==> config.mk <==
export PLATFORM = sky130hd
export DESIGN_NAME = data_mem_responder
export DESIGN_NICKNAME = d
export VERILOG_FILES = /design/src/rtl/data_mem_responder.sv
export SDC_FILE = /design/constraint.sdc
export NUM_CORES = 2
export LEC_CHECK = 0
export CAP_MARGIN = 15
export CORE_ASPECT_RATIO = 0.75
export CORE_UTILIZATION = 45
export DETAILED_ROUTE_END_ITERATION = 7
export SLEW_MARGIN = 30
export SYNTH_ARGS = -nofsm -noshare
export SYNTH_HDL_FRONTEND = slang
export SYNTH_SLANG_ARGS = --single-unit
==> constraint.sdc <==
create_clock -name clk -period 6.95 [get_ports clk]
set_input_delay 1.0425 -clock clk [delete_from_list [all_inputs] [get_ports clk]]
set_output_delay 1.0425 -clock clk [all_outputs]
set_load 0.02 [all_outputs]
==> src/rtl/data_mem_responder.sv <==
// Stalling data-memory responder: word array behind a one-entry line tag.
// Done one cycle after a hit request, MISS_LAT+1 cycles after a miss; Stall holds the requester meanwhile.
module data_mem_responder #(
  parameter int DEPTH_WORDS = 256,
  parameter int MISS_LAT    = 4,
  parameter int OFFS_W      = 3
) (
  input  logic        clk,
  input  logic        rst,
  input  logic        Rd,
  input  logic        Wr,
  input  logic [15:0] Addr,
  input  logic [15:0] DataIn,
  output logic [15:0] DataOut,
  output logic        Stall,
  output logic        Done,
  output logic        CacheHit,
  output logic        err
);

  localparam int IDXW = (DEPTH_WORDS > 1) ? $clog2(DEPTH_WORDS) : 1;
  localparam int CW   = (MISS_LAT > 1) ? $clog2(MISS_LAT) : 1;

  typedef enum logic [1:0] {IDLE, BUSY, DONE} state_t;

  state_t            state, nextState;
  logic [CW-1:0]     counter;
  logic              tagValid;
  logic [15:OFFS_W]  tag;
  logic              hitFlag;
  logic              latWr;
  logic [15:1]       latAddr;
  logic [15:0]       latData;
  logic [15:0]       dataOutQ;
  logic [15:0]       mem [DEPTH_WORDS];

  logic              legalReq, illegalReq, tagHit, enterDone;
  logic              accWr;
  logic [15:1]       accAddr;
  logic [15:0]       accData;
  logic [IDXW-1:0]   idx;

  assign legalReq   = (Rd ^ Wr) & ~Addr[0];
  assign illegalReq = (Rd & Wr) | ((Rd | Wr) & Addr[0]);
  assign tagHit     = tagValid && (Addr[15:OFFS_W] == tag);
  assign idx        = IDXW'({17'd0, accAddr} % 32'(DEPTH_WORDS));

  // A hit commits in the same edge the request is latched, so IDLE uses the live inputs.
  always_comb begin
    nextState = state;
    Stall     = 1'b0;
    err       = 1'b0;
    enterDone = 1'b0;
    accWr     = latWr;
    accAddr   = latAddr;
    accData   = latData;
    case (state)
      IDLE: begin
        accWr   = Wr;
        accAddr = Addr[15:1];
        accData = DataIn;
        err     = illegalReq;
        Stall   = legalReq;
        if (legalReq) begin
          if (tagHit) begin
            nextState = DONE;
            enterDone = 1'b1;
          end else begin
            nextState = BUSY;
          end
        end
      end
      BUSY: begin
        Stall = 1'b1;
        if (counter == '0) begin
          nextState = DONE;
          enterDone = 1'b1;
        end
      end
      DONE:    nextState = IDLE;
      default: nextState = IDLE;
    endcase
  end

  always_ff @(posedge clk) begin
    if (!rst) begin
      state    <= IDLE;
      counter  <= '0;
      tagValid <= 1'b0;
      tag      <= '0;
      hitFlag  <= 1'b0;
      latWr    <= 1'b0;
      latAddr  <= '0;
      latData  <= '0;
      dataOutQ <= '0;
    end else begin
      state <= nextState;
      if (state == IDLE && legalReq) begin
        latWr   <= Wr;
        latAddr <= Addr[15:1];
        latData <= DataIn;
        hitFlag <= tagHit;
        counter <= CW'(MISS_LAT - 1);
      end else if (state == BUSY && counter != '0) begin
        counter <= counter - 1'b1;
      end
      if (enterDone) begin
        tagValid <= 1'b1;
        tag      <= accAddr[15:OFFS_W];
        dataOutQ <= accWr ? 16'h0000 : mem[idx];
      end
    end
  end

  // Array is never cleared; reset only blocks a pending commit.
  always_ff @(posedge clk) begin
    if (rst && enterDone && accWr) mem[idx] <= accData;
  end

  assign Done     = (state == DONE);
  assign CacheHit = Done & hitFlag;
  assign DataOut  = Done ? dataOutQ : 16'h0000;

endmodule

# After elaboration in Yosys (flattened, before gate mapping)
# Memory sizes are Yosys's and may differ from the RTL's.
# Index checks and enable logic that the tools add are counted.
totals:
  input_bits: 36
  mem_count: 1
  ramBits: 4096
  regBits: 67
op_classes:
  add_sub_neg: 1
  n_reduce_logical: 10
  bitwise_logic: 8
  eq_ne: 5
  mux: 19
mem_list:
  columns: ["memory", "depth", "width", "rd", "rd_clocked_by_memory_dff", "write_ports", "line_no", "rtl"]
  rows:
  - ["mem", 256, 16, 1, 0, 1, "35", "logic [15:0] mem [DEPTH_WORDS];"]
op_table:
  columns: ["cell", "count"]
  rows:
  - ["16-bit 2-to-1 mux", 3]
  - ["15-bit 2-to-1 mux", 1]
  - ["13-bit equality test", 1]
  - ["2-bit 2-to-1 mux", 5]
  - ["1-bit 2-to-1 mux", 7]
  - ["1-bit logical AND", 5]
  - ["1-bit AND", 4]
  - ["2-bit logical NOT", 2]
  - ["2-bit != test (second input constant)", 2]
  - ["1-bit one-hot mux with 2 select lines", 2]
  - ["2-bit one-hot mux with 2 select lines", 1]
  - ["2-bit nonzero test", 2]
  - ["2-bit by 1-bit equality test with 1-bit output (second input constant)", 1]
  - ["2-bit equality test (second input constant)", 1]
  - ["1-bit OR", 2]
  - ["2-bit AND reduction", 1]
  - ["2-bit by 1-bit subtractor with 2-bit output (second input constant)", 1]
  - ["1-bit NOT", 1]
  - ["1-bit XOR", 1]

# Logic depth before layout (Yosys ltp)
depth:
  depth_word: 9
  mapped_depth: 15
  depth_no_buf: 10

# Least setup slack after synthesis
# Ideal clock, no wire load.
synth_timing:
  path_type: "flip-flop to flip-flop"
  from: "register state[1]"
  to: "memory mem[0][10], data pin"
  period_less_slack_ns: 5.726
  setup_ns: 0.823
  required_ns: 6.127
  n_path_buf: 5
  path_slack_ns: 1.224
  arrival_ns: 4.903
  stages_incl_launch_ff: 9
  path_cell_list: "dfxtp_1 buf_6 nor2_4 buf_2 clkbuf_1 buf_1 buf_1 nand2_1 nand2_1"
synth_via:
  elab_chain_cells: 2
synth_rtl:
  columns: ["element", "line_no", "rtl"]
  rows:
  - ["start, declared", "26", "state_t state, nextState;"]
  - ["start signal, assigned", "97", "state <= nextState;"]
  - ["2-bit logical NOT", "57", "case (state)"]
  - ["16-bit 2-to-1 mux", "57", null]
  - ["named net accData[10]", "40", "logic [15:0] accData;"]
  - ["end, declared", "35", null]
# The timed path passes the listed nets, and every way through them passes these cells.

# Worst setup path after layout
layout_timing:
  from: "register state[0]"
  to: "register dataOutQ[13]"
layout_via:
  elab_chain_cells: 4
layout_rtl:
  columns: ["element", "line_no", "rtl"]
  rows:
  - ["2-bit logical NOT", "57", null]
  - ["15-bit 2-to-1 mux", "57", null]
  - ["memory read 256 x 16 bit", null, null]
  - ["16-bit 2-to-1 mux", "110", "dataOutQ <= accWr ? 16'h0000 : mem[idx];"]
  - ["end signal, assigned", "110", null]
  - ["end, declared", "34", "logic [15:0] dataOutQ;"]
# Parallel ways exist; a longest one is shown, timed or not.
# A chain may end at the register's enable or synchronous reset.

==> flow_summary.ini <==
[routing]
drt_iter0_drc = 16843
viasPerCell = 6.67
avgRoutedWirePerCell_microns = 35.3
drtPass1Iterations = 7
postRouteAntennaNets = 0
vias = 96223
route.detailed.drc = 0
drt_wl_total_microns = 509000

[timing]
rsz0062_at_grt = false
period_minus_slack_ps = 5600
setup_viol = 0
finalSetupTns_ps = 0
slew_viol_final = 0
skew_ps = 57.7
period_share_pct = 80.6
relSlewSlack_pct = 20.7
fmax_mhz = 179
hold_violations = 0
tightest_slew_ps = 1170

[logic_synthesis]
ys_types = 63
syn_nets = 9275
synthCells = 9236
ys_seq_elements = 4163
ys_warn_count = 0
syn_area_sq_um = 153000
synth_area_per_cell_sq_um = 16.6
synth_edf_count = 4096
synth_ff_type = edfxtp_1
ys_seq_area_share_pct = 81.2
synthArstFlopShare_pct = 0

[pwr]
power_frac_seq_pct = 51.5
p_sw_mw = 13.7
power.density_nw_per_um2 = 312
pwr-share-clk_pct = 37.8
p_leak_nw = 53.5
intPower_mw = 40.8
switching_share_pct = 25.2
ir_drop_mv = 0.233
power_frac_comb_pct = 10.7

[clock_tree]
cts_setup_buffers = 0
cts_buffers = 377
cts_tree = done
root_buffer = clkbuf_16
path_clk_slew_ps = 70
cts_resized = 0
ctsHtreeMaxLevel = 5
clock_path_buffers = 4
clk_latency_ps = 950
holdBufCountCts = 0
clock_sinks = 4163

[floorplanning]
std_cell_rows = 185
initial_core_util_pct = 45.2
coreArea_sq_um = 339000
io_pins = 56
fp.dieH_microns = 507
dieArea_sq_um = 343000
die_w_microns = 676

[global_route]
grt_pass1_vias = 90047
grt_pass1_wl_microns = 706000
grt_use_total_pct = 29.0
grt_max_degree = 180
grt-ovfl-total = 0
antenna_found_initial = 38

[critical_path]
worstPathArrival_ps = 6360
max_stage_delay_ps = 1030
critPathSlowestCell = o311ai_0
crit_top_cell = buf_4
crit_buf_inv = 3
critPathTopFamily = compound AO/OA/AOI/OAI gates
critPathMaxFanout = 61
path_class = reg -> reg
cp-start-kind = flip-flop
end_kind = flip-flop
required_ps = 7700
worstPathCellList = or2_4 -> mux2_8 -> buf_12 -> buf_4 -> o22ai_1 -> nor3_1 -> o311ai_0 -> o311ai_1 -> buf_4 -> a31oi_1 -> o31ai_1

[placed_design]
port-buffer-count = 55
detailed_place_hpwl_microns = 301000
gp_congestion = 0.899

[final_layout]
final_net_count = 9638
utilization_pct = 51.5
final_common_cell = edfxtp_1
final_cell_mix = 4096 x edfxtp_1, 1920 x o22ai_1, 1047 x nor3_1
area_growth_syn_to_layout_pct = 13.9
drive_gt1_share_pct = 12.9

[worst_hold_path]
min_path_type = reg -> reg

[run]
maxCapViolCount = 0

[status]
outcome = finished, final reports clean
==> area by class of cell <==
cell class,count,area (sq um)
Fill cell,27088,164000
Sequential cell,4163,124000
Multi-Input combinational cell,4368,26100
Clock buffer,450,9790
Timing Repair Buffer,682,6430
Tap cell,4488,5620
Clock inverter,233,2090
Antenna cell,32,80.1
Inverter,7,26.3
==> path summary, 6_finish.rpt <==
check / cells after the start / slack (ps) / from / endpoint
worst min register to register: 2 / 460 / dataOutQ[3] / dataOutQ[3]
worst max register to register: 11 / 1350 / state[0] / dataOutQ[13]
worst max-delay path: 11 / 1350 / state[0] / dataOutQ[13]
worst min-delay path: 2 / 460 / dataOutQ[3] / dataOutQ[3]
==> state kept, by name (all words and copies together) (netlist names) <==
register	count
mem	4096
latWr	1
latData	16
latAddr	15
state	2
dataOutQ	16
counter	2
tag	13
hitFlag	1
tagValid	1
==> stage by stage <==
stage                     cell area, sq um  cells  setup slack (ps)  hold slack [ps]  power, mW
after floorplan                     153000   9236              1220              411       31.5
after global placement              162000  13696               721              431       34.1
after detailed placement            162000  13703               644              440       34.2
after CTS                           174000  14386              1100              456       54.3
after global routing                174000  14395              1230              472       55.6
final                               174000  14423              1350              456       54.5
==> synthesized netlist by cell type, types with 4 or more instances <==
| library cell | n | area share [%] |
|---|---|---|
| xnor2_1 | 14 | 0.080 |
| nor3_1 | 1048 | 3.4 |
| buf_2 | 348 | 1.1 |
| buf_1 | 36 | 0.088 |
| o211a_1 | 14 | 0.091 |
| o211ai_1 | 8 | 0.039 |
| o311ai_0 | 124 | 0.71 |
| o311ai_1 | 13 | 0.074 |
| a31oi_1 | 19 | 0.078 |
| nor4_1 | 42 | 0.17 |
| mux2i_1 | 8 | 0.052 |
| a41oi_1 | 9 | 0.051 |
| a21boi_0 | 35 | 0.17 |
| and3_1 | 4 | 0.016 |
| mux2_2 | 4 | 0.029 |
| a32o_1 | 6 | 0.039 |
| nand4_1 | 34 | 0.14 |
| o41ai_1 | 4 | 0.023 |
| dfxtp_1 | 67 | 0.88 |
| nand2_1 | 256 | 0.63 |
| nor2_1 | 291 | 0.71 |
| edfxtp_1 | 4096 | 80 |
| clkbuf_1 | 240 | 0.59 |
| or3_1 | 75 | 0.31 |
| buf_4 | 49 | 0.24 |
| o21ai_1 | 4 | 0.013 |
| and2_1 | 19 | 0.078 |
| o311a_1 | 4 | 0.026 |
| o21ai_0 | 118 | 0.39 |
| a21oi_1 | 64 | 0.21 |
| buf_6 | 25 | 0.18 |
| nand3_1 | 74 | 0.24 |
| nand2b_1 | 6 | 0.025 |
| or4_1 | 6 | 0.029 |
| o22ai_1 | 1920 | 7.8 |
| a222oi_1 | 64 | 0.42 |
| inv_1 | 7 | 0.017 |
| o21a_1 | 6 | 0.029 |
| o31ai_1 | 37 | 0.18 |
==> power groups by stage <==
stage	Combinational, mW	Clock (mW)	Sequential (mW)
6_report	5.84	20.6	28.1
5_1_grt	5.95	21.6	28.0
4_1_cts	5.64	20.7	28.1
3_5_place_dp	5.62	0	28.6
3_3_place_gp	5.53	0	28.6
2_1_floorplan	2.72	0	28.8
==> routing by layer <==
metal | vias to the layer above | wire [microns] | global-route usage [%] | share of wire, %
met5 | - | 149 | 0 | 0.029
li1 | 39077 | - | - | -
met1 | 48892 | 196000 | 42.1 | 38
met3 | 962 | 73700 | 8.73 | 14
met4 | 22 | 19300 | 10.5 | 3.8
met2 | 7270 | 221000 | 41.5 | 43
==> logic make-up (layout without fill, tap and decap cells) <==
family          Yosys count  in the layout  synth area share (%)
compound gates         2473           2473                  10.5
xor+xnor                 14             14                0.0801
fa+ha+maj                 3              3                0.0245
buf+inv                 705           1372                  2.25
flops                  4163           4163                  81.2
mux                      14             14                 0.101
other cells               0             32                     0
simple gates           1864           1864                  5.82
==> worst min-delay path, stage by stage, from the launching register on <==
cell	delay, ps
dfxtp_1	330
nand2_1	50
o31ai_1	50
Note: power is estimated with default switching activity, not from simulation.
